$ cat src/rtl/imm_extend_pipe.sv
// rtl/imm_extend_pipe.sv - pipelined RV32I/RV64I immediate generator with valid/ready slices
// Define IMM_ZIMM_EN to decode ImmSrc 101 as CSR zimm; otherwise 101 is reserved.
module imm_extend_pipe #(
    parameter int XLEN   = 32,
    parameter int STAGES = 2,
    parameter int TAG_W  = 5
) (
    input  logic             clk,
    input  logic             rst_n,
    input  logic             InValid,
    output logic             InReady,
    input  logic [2:0]       ImmSrc,
    input  logic [24:0]      Instr,
    input  logic [TAG_W-1:0] InTag,
    output logic             OutValid,
    input  logic             OutReady,
    output logic [XLEN-1:0]  ExtImm,
    output logic [TAG_W-1:0] OutTag,
    output logic             Illegal,
    output logic [7:0]       IllegalCnt
);

    // Instr[k] holds full instruction bit k+7.
    logic [31:0]     imm32;
    logic            dec_ill;
    logic [XLEN-1:0] dec_imm;

    always_comb begin
        imm32   = '0;
        dec_ill = 1'b0;
        case (ImmSrc)
            3'b000: imm32 = {{20{Instr[24]}}, Instr[24:13]};
            3'b001: imm32 = {{20{Instr[24]}}, Instr[24:18], Instr[4:0]};
            3'b010: imm32 = {{20{Instr[24]}}, Instr[0], Instr[23:18], Instr[4:1], 1'b0};
            3'b011: imm32 = {Instr[24:5], 12'b0};
            3'b100: imm32 = {{12{Instr[24]}}, Instr[12:5], Instr[13], Instr[23:14], 1'b0};
`ifdef IMM_ZIMM_EN
            3'b101: imm32 = {27'b0, Instr[12:8]};
`endif
            default: dec_ill = 1'b1;
        endcase
        // zimm has bit 31 clear, so sign extension doubles as its zero extension.
        dec_imm = XLEN'($signed(imm32));
    end

    logic [STAGES-1:0] valid_q, valid_d;
    logic [XLEN-1:0]   data_q [STAGES];
    logic [XLEN-1:0]   data_d [STAGES];
    logic [TAG_W-1:0]  tag_q  [STAGES];
    logic [TAG_W-1:0]  tag_d  [STAGES];
    logic [STAGES-1:0] ill_q, ill_d;
    logic [7:0]        cnt_q, cnt_d;
    logic [STAGES-1:0] rdy;
    logic              rdy_acc;

    // A slice is ready if it or any slice downstream of it has a hole, or the sink drains.
    always_comb begin
        rdy_acc = OutReady;
        rdy     = '0;
        for (int k = STAGES - 1; k >= 0; k--) begin
            rdy_acc = rdy_acc || !valid_q[k];
            rdy[k]  = rdy_acc;
        end
    end

    always_comb begin
        valid_d = valid_q;
        data_d  = data_q;
        tag_d   = tag_q;
        ill_d   = ill_q;
        cnt_d   = cnt_q;
        if (rdy[0]) begin
            valid_d[0] = InValid;
            if (InValid) begin
                data_d[0] = dec_imm;
                tag_d[0]  = InTag;
                ill_d[0]  = dec_ill;
            end
        end
        for (int k = 1; k < STAGES; k++) begin
            if (rdy[k]) begin
                valid_d[k] = valid_q[k-1];
                if (valid_q[k-1]) begin
                    data_d[k] = data_q[k-1];
                    tag_d[k]  = tag_q[k-1];
                    ill_d[k]  = ill_q[k-1];
                end
            end
        end
        if (InValid && rdy[0] && dec_ill && (cnt_q != 8'hFF)) begin
            cnt_d = cnt_q + 8'd1;
        end
    end

    always_ff @(posedge clk or negedge rst_n) begin
        if (!rst_n) begin
            valid_q <= '0;
            ill_q   <= '0;
            cnt_q   <= '0;
            for (int k = 0; k < STAGES; k++) begin
                data_q[k] <= '0;
                tag_q[k]  <= '0;
            end
        end else begin
            valid_q <= valid_d;
            data_q  <= data_d;
            tag_q   <= tag_d;
            ill_q   <= ill_d;
            cnt_q   <= cnt_d;
        end
    end

    assign InReady    = rdy[0];
    assign OutValid   = valid_q[STAGES-1];
    assign ExtImm     = data_q[STAGES-1];
    assign OutTag     = tag_q[STAGES-1];
    assign Illegal    = ill_q[STAGES-1];
    assign IllegalCnt = cnt_q;

endmodule

$ cat config.mk
export PLATFORM = sky130hd
export DESIGN_NAME = imm_extend_pipe
export DESIGN_NICKNAME = d
export VERILOG_FILES = /design/src/rtl/imm_extend_pipe.sv
export SDC_FILE = /design/constraint.sdc
export NUM_CORES = 1
export LEC_CHECK = 0
export BUFFER_PORTS_ARGS = -buffer_cell sky130_fd_sc_hd__buf_2
export CAP_MARGIN = 20
export CORE_ASPECT_RATIO = 0.6
export CORE_MARGIN = 1
export CORE_UTILIZATION = 49
export DETAILED_ROUTE_END_ITERATION = 16
export GPL_TIMING_DRIVEN = 0
export PLACE_DENSITY_LB_ADDON = 0.05
export SYNTH_ARGS = -nofsm -noshare
export SYNTH_HDL_FRONTEND = slang
export SYNTH_SLANG_ARGS = --single-unit
$ cat constraint.sdc
create_clock -name clk -period 1.6 [get_ports clk]
set_clock_uncertainty 0.1 [all_clocks]
set_input_delay 0.08 -clock clk [delete_from_list [all_inputs] [get_ports clk]]
set_output_delay 0.08 -clock clk [all_outputs]
set_load 0.01 [all_outputs]
==> results.md, run 1 <==
- Status: finished with violations
- Failing checks: setup timing
- CTS max path bufs: 2
- Peak-usage layer in the global routing report: met2
- CTS tree: yes
- Clock Latency Late Sink: 340 ps
- CTS Sinks: 86
- Largest net degree at the start of global routing: 52
- Gate Count Post-Synth: 326
- Die height: 70.1 µm
- Max rail drop VDD: 0.000888 V
- Iteration count of the initial detailed-routing pass: 4
- Die area: 8110 µm²
- Yosys warns: 0
- Input/output buffers: 81
- NumNets Final: 498
- Htree depth: 3
- #FFs+latches synth: 86
- RSZ-0062 raised after global routing: true
- Syn Area/Cell: 11.6 µm²
- Remaining DRCs: 0
- Maxcap violations: 0
- First-pass GRT wire length: 14000 µm
- Mapped cell area: 3790 µm²
- Area leader, netlist: dfrtp_1
- Non-Filler Instances: 569
- Logic gate share of total power: 27.2%
- Pwr per Cell Area: 1290 nW/µm²
- Internal: 4750 µW
- Starting Density: 51.3%
- Max Slew Vio Count: 0
- Num ports: 85
- Diodes inserted: 0
- Setup CP Type: input port to flip-flop
- DR vias/cell: 4.89
- Routed wire length: 8430 µm
- Post-route ant nets: 0
- Synth Net Count: 364
- Hold Slack: 7.99 ps
- Crit path DAT: 1720 ps
- Die X: 116 µm
- Sequential area share after synthesis: 56.7%
- Leak: 0.00250 µW
- Setup violations, final: 1
- Final WS setup: -1.51 ps
- Slew of the pin with the lowest slew margin: 481 ps
- Vias in the first global route: 2826
- Met3 usage: 8.51%
- Distinct cells, synth: 38
- Worst-path fanout max: 10
- Root Driver: clkbuf_16
- Final Hold Fails: 0
- CP Launch Type: input port
- Antenna violations before repair: 0
- DR iter-0 viols: 152
- Share of the synthesized area in the top cell type: 56.7%
- Pre-CTS WS: -145 ps
- Vias: 2785
- Overall Global Routing Usage: 23.4%
- Max-Slew Margin vs Limit: 68.0%
- Placer congestion estimate: 0.824
- Met2 Track Usage GR: 33.9%
- Routed WL per cell: 14.8 µm
- Hold Path Class: input port to flip-flop
- Final core occ: 69.3%
- Most area-consuming cells after synthesis: dfrtp_1 (57%), mux2_2 (11%), buf_4 (7.9%)
- Sw frac: 28.4%
- Rows: 24
- Final HPWL DP: 5450 µm
- Clk pin slew, worst setup/hold paths: 60 ps
- Final period util: 100%
- Req. time, crit path: 1720 ps
- Placed cell count: 512
- Met1 Usage GRT: 32.3%
- TNS Setup: -1.51 ps
- Flop pwr share: 44.0%
- Synth-to-Final Area Change: 35.1%
- NetSw: 1880 µW
- GR Overflow Total: 0
- Core box area: 7390 µm²
- Reg-to-reg slack, setup: 30 ps
- Critical path capture point type: flip-flop
- Tmin final: 1600 ps
- Clk network pwr share: 28.8%
- Num CTS Buffers: 9
- Layout cells sized above 1: 44.5%
- F_max: 624 MHz
[kinds of logic after synthesis]
| logic type | share of synthesized area [%] |
|---|---|
| buffers and inverters | 9.60 |
| xor gates and xnor gates | 1.62 |
| AOI/OAI and AO/OA | 5.91 |
| muxes | 12.2 |
| adders and majority gates | 0.627 |
| and+or+nand+nor | 13.3 |
| DFF | 56.7 |
[sequential cells by signal, indices dropped and copies added (netlist names)]
name,cells
data_q,32
tag_q,5
IllegalCnt,8
OutTag,5
ill_q,2
ExtImm,32
valid_q,2
[cell type report]
cell class,count,area [µm²]
fill,598,2260
sequential,86,2150
multi-input combinational,189,1350
timing repair buffer,123,843
buffer,51,378
clock buffer,13,250
tap,104,130
clock inverter,3,20.0
[worst max-delay path, cell delays in order]
cell and delay (ps):
dlygate4sd3_1 560, buf_6 150, nor2_4 70, nand4b_4 280
nor3_2 240, mux2_1 330
[stage by stage]
stage	cell area (µm²)	total power, µW
after floorplan	3790	3980
after global placement	4330	4510
after detailed placement	4360	4570
after CTS	5020	6610
after global routing	5120	7000
final	5120	6630
[path summary, 6_finish.rpt]
kind	endpoint	start	depth (start not counted)
worst max-delay path	IllegalCnt[6]$_DFFE_PN0P_	ImmSrc[1]	6
worst min-delay path	valid_q[0]$_DFFE_PN0N_	OutReady	3
worst max register to register	IllegalCnt[6]$_DFFE_PN0P_	valid_q[1]$_DFFE_PN0P_	4
worst min register to register	tag_q[7]$_DFFE_PN0P_	tag_q[7]$_DFFE_PN0P_	2
max in group asynchronous	IllegalCnt[0]$_DFFE_PN0P_	rst_n	3
min in group asynchronous	data_q[61]$_DFFE_PN0P_	rst_n	2
[cell usage in the layout, fill, tap and decap left out, types with 3 or more instances in the layout]
master         Yosys  final
mux2_2            38     38
nor2_1            30     29
a22o_1             6      6
dfrtp_1           86     85
buf_2              6     85
clkbuf_16          0      9
clkbuf_2           0      3
buf_4             40     45
buf_6              2      4
clkbuf_1           3      3
xor2_1             6      6
dlygate4sd3_1      0     35
a21oi_1           22     21
nand2_1           46     46
nand2b_1           5      5
[power groups by stage]
stage	clock, µW	combinational (µW)	sequential [µW]
floorplan	0	1060	2910
global placement	0	1570	2930
detailed placement	0	1610	2960
CTS	1950	1770	2900
global route	2050	1970	2980
finish	1910	1800	2920
[cell usage after synthesis (all sizes together)]
library cell  count
a21oi            22
nor2b             1
nor4bb            1
nor4              1
nor2             32
nand4b            1
a21o              1
nor3b             1
nand2            46
buf              48
and2              2
o41ai             1
nand3             3
xor2              6
a221oi            4
nand4             2
mux2             40
and3b             1
ha                1
o21ai             2
xnor2             1
nor3              5
nand2b            5
clkbuf            3
a22o              6
nand3b            2
dfrtp            86
maj3              1
mux2i             1
[layer usage]
metal  vias up  share of wire, %
met5         -                 0
met4         0               2.0
met3        17               5.1
met2        77                44
met1      1356                49
li1       1335                 -
[timing repair]
| item | 4_1_cts | 5_1_grt |
|---|---|---|
| pin swaps | 1 | 5 |
| hold buffers | 35 | 0 |
| endpoints found under the setup margin | 31 | 42 |
| endpoints found under the hold margin | 73 | 0 |
| setup buffers | 3 | 3 |
| resized for setup | 5 | 14 |
Note: power is estimated with default switching activity, not from simulation.
==> inputs of run 2 (changes only) <==
--- a/config.mk
+++ b/config.mk
@@ -5,11 +5,12 @@
 export SDC_FILE = /design/constraint.sdc
 export NUM_CORES = 1
 export LEC_CHECK = 0
+export ABC_AREA = 1
 export BUFFER_PORTS_ARGS = -buffer_cell sky130_fd_sc_hd__buf_2
 export CAP_MARGIN = 20
 export CORE_ASPECT_RATIO = 0.6
 export CORE_MARGIN = 1
-export CORE_UTILIZATION = 49
+export CORE_UTILIZATION = 50
 export DETAILED_ROUTE_END_ITERATION = 16
 export GPL_TIMING_DRIVEN = 0
 export PLACE_DENSITY_LB_ADDON = 0.05
==> run 2 against run 1 <==
  * The run now ends clean
  * Sequential share of layout area shrank 2.3 points
  * Utilization down 1.4 points
  * First-iteration DRC count rose by 80%
  * Non-clock buffer count rose by 6
  * Combinational power about the same
  * Final cell count rose by 35%
  * Sequential cell count is the same
  * Final area increased by 5.8%
  * Register-to-register slack better by 80 ps
==> results.md, run 2 <==
- Status: complete, no violations
- Critical Path Most Common Cell: nand2_1
- Critical path capture point type: flip-flop
- Synth-to-Final Area Change: 30.3%
- DR vias/cell: 4.92 (+0.58%)
- Critical path's slowest cell: dlygate4sd3_1
- Die height: 72.7 µm (+3.6%)
- Vias: 3771 (+35%)
- Htree depth: 3 (unchanged)
- Post-synth EDFFs: 0 (unchanged)
- Top Family by Delay on Critical Path: buffers and inverters
- Area occupied by multi-input gates: 1540 µm² (+14%)
- Req. time, crit path: 1780 ps (+60 ps)
- Sequential area share after synthesis: 51.7% (-5.0 points)
- Rows: 25 (+4.2%)
- GR Overflow Total: 0 (unchanged)
- CTS Sinks: 86 (unchanged)
- Max rail drop VDD: 0.000792 V (-11%)
- Crit path DAT: 1680 ps (-40 ps)
- Routed wire length: 10300 µm (+23%)
- Commonest cells post-synth: nand2_1 (239), dfrtp_1 (86), nand3_1 (57)
- DR iter-0 viols: 274 (+80%)
- Slew of the pin with the lowest slew margin: 489 ps (+8.45 ps)
- Max-Slew Margin vs Limit: 67.4% (-0.56 points)
- Most frequent cells in the layout: nand2_1 (239), buf_2 (91), dfrtp_1 (85)
- Sum of buffers and inverters on the critical path: 5 (+3)
- Post-route ant nets: 0 (unchanged)
- Yosys warns: 0 (unchanged)
- Worst-path fanout max: 10 (unchanged)
- CTS max path bufs: 2 (unchanged)
- NumNets Final: 693 (+39%)
- Slowest stage delay, CP: 530 ps (-30 ps)
- Input/output buffers: 83 (+2.5%)
- Seq. cell area: 2150 µm² (unchanged)
- Die X: 120 µm (+3.6%)
- Layout cells sized above 1: 26.3% (-18 points)
- Largest net degree at the start of global routing: 53 (+1.9%)
- Starting Density: 52.2% (+0.82 points)
- Clock Latency Late Sink: 340 ps (about the same)
- Tmin final: 1510 ps (-95.3 ps)
- Num ports: 85 (unchanged)
- Most area-consuming cells after synthesis: dfrtp_1 (52%), nand2_1 (22%), buf_4 (7.0%)
- Crit path depth: 9 (+3)
- Final HPWL DP: 7270 µm (+33%)
- Final core occ: 68.0% (-1.4 points)
- Gate Count Post-Synth: 522 (+60%)
- Vias in the first global route: 3617 (+28%)
- F_max: 664 MHz (+6.3%)
- Core box area: 7980 µm² (+8.0%)
- Die area: 8700 µm² (+7.3%)
- Cell Chain, Critical Path: dlygate4sd3_1 -> buf_2 -> inv_1 -> nand2_1 -> nand2_1 -> buf_2 -> buf_2 -> nand2_1 -> nand2_1
- DP Area: 4740 µm² (+8.8%)
- Reg2Reg Depth: 7 (+3)
- Placer congestion estimate: 0.843 (+2.3%)
- Num CTS Buffers: 9 (unchanged)
- Most common cell in the synthesized netlist: nand2_1
- Final period util: 94.1% (-6.0 points)
- Main synth FF type: dfrtp_1
- Max Slew Vio Count: 0 (unchanged)
- Leak: 0.00306 µW (+23%)
- Reg-to-reg slack, setup: 110 ps (+80 ps)
- Commonest non-fill, non-tap cell in the layout: nand2_1
- CTS tree: yes
- Area leader, netlist: dfrtp_1
- Setup CP Type: input port to flip-flop
- Syn Area/Cell: 7.97 µm² (-31%)
- Setup violations, final: 0 (-1)
- Pwr per Cell Area: 1230 nW/µm² (-5.0%)
- Distinct cells, synth: 23 (-39%)
- Remaining DRCs: 0 (unchanged)
- #FFs+latches synth: 86 (unchanged)
- Root Driver: clkbuf_16
- Clk pin slew, worst setup/hold paths: 60 ps (about the same)
- Overall Global Routing Usage: 26.3% (+3.0 points)
- TNS Setup: 0 ps (+1.51 ps)
- Share of the synthesized area in the top cell type: 51.7% (-5.0 points)
- FFs w/ async S/R, synth: 100% (unchanged)
- Final Hold Fails: 0 (unchanged)
- Iteration count of the initial detailed-routing pass: 4 (unchanged)
- Cell area after layout: 5420 µm² (+5.8%)
- Routed WL per cell: 13.5 µm (-8.9%)
- # fillers: 693 (+16%)
- Hold Path Class: input port to flip-flop
- Antenna violations before repair: 0 (unchanged)
- First-pass GRT wire length: 17400 µm (+24%)
- Hold Crit Depth: 5 (+2)
- Synth Net Count: 560 (+54%)
- Power Total: 6660 µW (+0.52%)
- Mapped cell area: 4160 µm² (+9.7%)
- Maxcap violations: 0 (unchanged)
- CP Launch Type: input port
- Diodes inserted: 0 (unchanged)
[run 2: power by group]
part	switching, µW	internal [µW]
Clock	786	1160
Sequential	295	2600
Combinational	937	889
Total	2020	4640
[run 2: final cells by class]
type                       instances  share of cell area [%]
clock inverter                     1                  0.0923
inverter                          28                    1.98
buffer                            58                    7.22
tap                              108                    2.49
sequential                        86                    39.7
multi-input combinational        350                    28.4
timing repair buffer             122                    15.1
clock buffer                      13                    4.98
[run 2: per-stage QoR]
step | hold WS [ps] | instances | setup slack (ps)
detailed placement | -24.6 | 714 | 3.09
global route | 82.2 | 766 | -13.0
floorplan | -316 | 522 | 196
CTS | 24.6 | 764 | 15.1
finish | 39.3 | 766 | 93.8
global placement | 194 | 713 | -383
[run 2: layer usage]
metal  global-route usage, %  routed length, µm  vias up
met5                       0                  0        -
met1                    37.0               5100     1771
li1                        -                  -     1863
met2                    40.7               4500      126
met3                    6.48                622       11
met4                    8.06                106        0
[run 2: worst reg2reg max path, delay by kind of cell, from the launching register on]
kind | cells | cell delay, ps
fa+ha+maj | 1 | 180
simple gates | 6 | 720
flops | 1 | 430
[run 2: what timing repair did]
action,in CTS,in global routing
pin swaps,0,1
endpoints found under the hold margin,66,0
endpoints found under the setup margin,8,16
gates resized for setup,1,8
hold buffers,36,0
setup buffers,0,2
[run 2: cell families after synthesis]
kind of cell | after synthesis | share of synthesized area [%]
buffers and inverters | 86 | 11.8
AO/OA/AOI/OAI | 25 | 3.01
XOR/XNOR | 1 | 0.211
AND/OR/NAND/NOR | 323 | 32.9
adder cells (fa/ha/maj) | 1 | 0.301
flip-flops | 86 | 51.7
[run 2: worst paths after layout]
check                                            end                 startpoint
max                           ExtImm[25]$_DFFE_PN0P_                   OutReady
max reg2reg                IllegalCnt[3]$_DFFE_PN0P_  IllegalCnt[0]$_DFFE_PN0P_
min reg2reg                   ExtImm[28]$_DFFE_PN0P_     ExtImm[28]$_DFFE_PN0P_
max in group asynchronous  IllegalCnt[0]$_DFFE_PN0P_                      rst_n
min                           data_q[32]$_DFFE_PN0P_                   Instr[0]
min in group asynchronous       tag_q[6]$_DFFE_PN0P_                      rst_n
==> inputs of run 3 (changes only) <==
--- a/config.mk
+++ b/config.mk
@@ -14,6 +14,7 @@
 export DETAILED_ROUTE_END_ITERATION = 16
 export GPL_TIMING_DRIVEN = 0
 export PLACE_DENSITY_LB_ADDON = 0.05
+export RECOVER_POWER = 50
 export SYNTH_ARGS = -nofsm -noshare
 export SYNTH_HDL_FRONTEND = slang
 export SYNTH_SLANG_ARGS = --single-unit
==> run 3 against run 2 <==
  * Via count is 0.48% lower
  * Highest routed layer unchanged
  * Critical endpoint unchanged
  * Largest cell class unchanged
  * Fmax is 0.41% higher
  * Sequential power hardly changed
  * Final area is 0.55% lower
  * Critical path type unchanged
==> results.md, run 3 (synthesis gave the netlist of run 2 again) <==
- Setup CP Type: input port to flip-flop
- Die area: 8700 µm² (unchanged)
- Maxcap violations: 0 (unchanged)
- Worst-path fanout max: 10 (unchanged)
- Final HPWL DP: 7270 µm (unchanged)
- First-pass GRT wire length: 17400 µm (unchanged)
- Remaining DRCs: 0 (unchanged)
- Die X: 120 µm (unchanged)
- Terminus of the critical flop-to-flop path: IllegalCnt[3]$_DFFE_PN0P_
- CTS tree: yes
- Input/output buffers: 83 (unchanged)
- Post-route ant nets: 0 (unchanged)
- Reg2Reg Depth: 7 (unchanged)
- Most frequent cells in the layout: nand2_1 (239), dfrtp_1 (85), buf_2 (69)
- DP Area: 4740 µm² (unchanged)
- Root Driver: clkbuf_16
- CTS Sinks: 86 (unchanged)
- Htree depth: 3 (unchanged)
- Clk pin slew, worst setup/hold paths: 60 ps (about the same)
- Worst reg2reg path startpoint: IllegalCnt[0]$_DFFE_PN0P_
- Vias: 3753 (-0.48%)
- Max-Slew Margin vs Limit: 36.2% (-31 points)
- Status: complete, no violations
- Max rail drop VDD: 0.000795 V (+0.34%)
- Final Hold Fails: 0 (unchanged)
- Critical path capture point type: flip-flop
- Cell area after layout: 5390 µm² (-0.55%)
- CP Capture Point: ExtImm[25]$_DFFE_PN0P_
- Iteration count of the initial detailed-routing pass: 5 (+1)
- CP Launch Type: input port
- CTS max path bufs: 2 (unchanged)
- Synth-to-Final Area Change: 29.6%
- Req. time, crit path: 1780 ps (about the same)
- Core box area: 7980 µm² (unchanged)
- Diodes inserted: 0 (unchanged)
- Placed cell count: 714 (unchanged)
- Max Slew Vio Count: 0 (unchanged)
- Commonest non-fill, non-tap cell in the layout: nand2_1
- Non-Filler Instances: 766 (unchanged)
- Overall Global Routing Usage: 26.3% (unchanged)
- Vias in the first global route: 3617 (unchanged)
- Largest net degree at the start of global routing: 53 (unchanged)
- Worst hold start: Instr[0]
- DR iter-0 viols: 295 (+7.7%)
- Setup violations, final: 0 (unchanged)
- Leak: 0.00298 µW (-2.7%)
- Num ports: 85 (unchanged)
- CP Launch Point: OutReady
- Placer congestion estimate: 0.843 (unchanged)
- GR Overflow Total: 0 (unchanged)
- Tmin final: 1500 ps (-6.16 ps)
- Num CTS Buffers: 9 (unchanged)
- Hold Path Class: input port to flip-flop
- Routed wire length: 10300 µm (about the same)
- Die height: 72.7 µm (unchanged)
- Pwr per Cell Area: 1230 nW/µm² (about the same)
- Layout cells sized above 1: 22.9% (-3.3 points)
- Reg-to-reg slack, setup: 110 ps (about the same)
- Clock Latency Late Sink: 340 ps (about the same)
- DR vias/cell: 4.90 (-0.48%)
- Final core occ: 67.6% (-0.38 points)
- Slew of the pin with the lowest slew margin: 957 ps (+468 ps)
- Final period util: 93.8% (-0.38 points)
- Hold Slack: 41.1 ps (+1.82 ps)
- Rows: 25 (unchanged)
- NumNets Final: 693 (unchanged)
- Antenna violations before repair: 0 (unchanged)
- Routed WL per cell: 13.5 µm (about the same)
- Crit path DAT: 1680 ps (about the same)
- Starting Density: 52.2% (unchanged)
- F_max: 667 MHz (+0.41%)
-- run 3: worst min-delay path by stage --
stage	endpoint	slack [ps]	cells past startpoint
3_5_place_dp	tag_q[6]$_DFFE_PN0P_	-20	1
4_1_cts	data_q[32]$_DFFE_PN0P_	20	5
2_1_floorplan	ExtImm[0]$_DFFE_PN0P_	-320	0
5_1_grt	data_q[32]$_DFFE_PN0P_	80	5
3_3_place_gp	tag_q[5]$_DFFE_PN0P_	190	3
6_report	data_q[32]$_DFFE_PN0P_	40	5
-- run 3: power breakdown --
part	total [µW]	switching (µW)	internal, µW
logic	1800	940	856
registers	2890	294	2600
clock network	1940	785	1160
total	6630	2020	4610
-- run 3: critical path, stage by stage --
cell and delay (ps):
dlygate4sd3_1 530, buf_2 120, inv_1 70, nand2_1 130
nand2_1 100, buf_2 250, buf_2 250, nand2_1 80
nand2_1 70
-- run 3: area by class of cell --
cell class,count,area [µm²]
Buffer,58,392
Clock buffer,13,270
Clock inverter,1,5.00
Fill cell,704,2580
Inverter,28,108
Multi-Input combinational cell,350,1540
Sequential cell,86,2150
Tap cell,108,135
Timing Repair Buffer,122,791
-- run 3: layer usage --
metal / up-vias / GRT usage (%) / routed length, µm
met4: 0 / 8.06 / 122
met3: 11 / 6.48 / 541
met1: 1781 / 37.0 / 5150
met5: - / 0 / 0
li1: 1855 / - / -
met2: 106 / 40.7 / 4510
-- run 3: per-stage QoR --
| step | setup slack (ps) | total power (µW) | setup TNS, ps |
|---|---|---|---|
| after floorplan | 196 | 3960 | 0 |
| after global placement | -383 | 4530 | -32400 |
| after detailed placement | 3.09 | 4600 | 0 |
| after CTS | 15.1 | 6640 | 0 |
| after global routing | -13.1 | 7020 | -13.1 |
| final | 99.9 | 6630 | 0 |
-- run 3: timing repair --
item | CTS | global route
buffers inserted | 0 | 2
resized for setup | 1 | 8
pin swaps | 0 | 1
endpoints found under the setup margin | 8 | 16
endpoints found under the hold margin | 66 | 0
hold buffers | 36 | 0
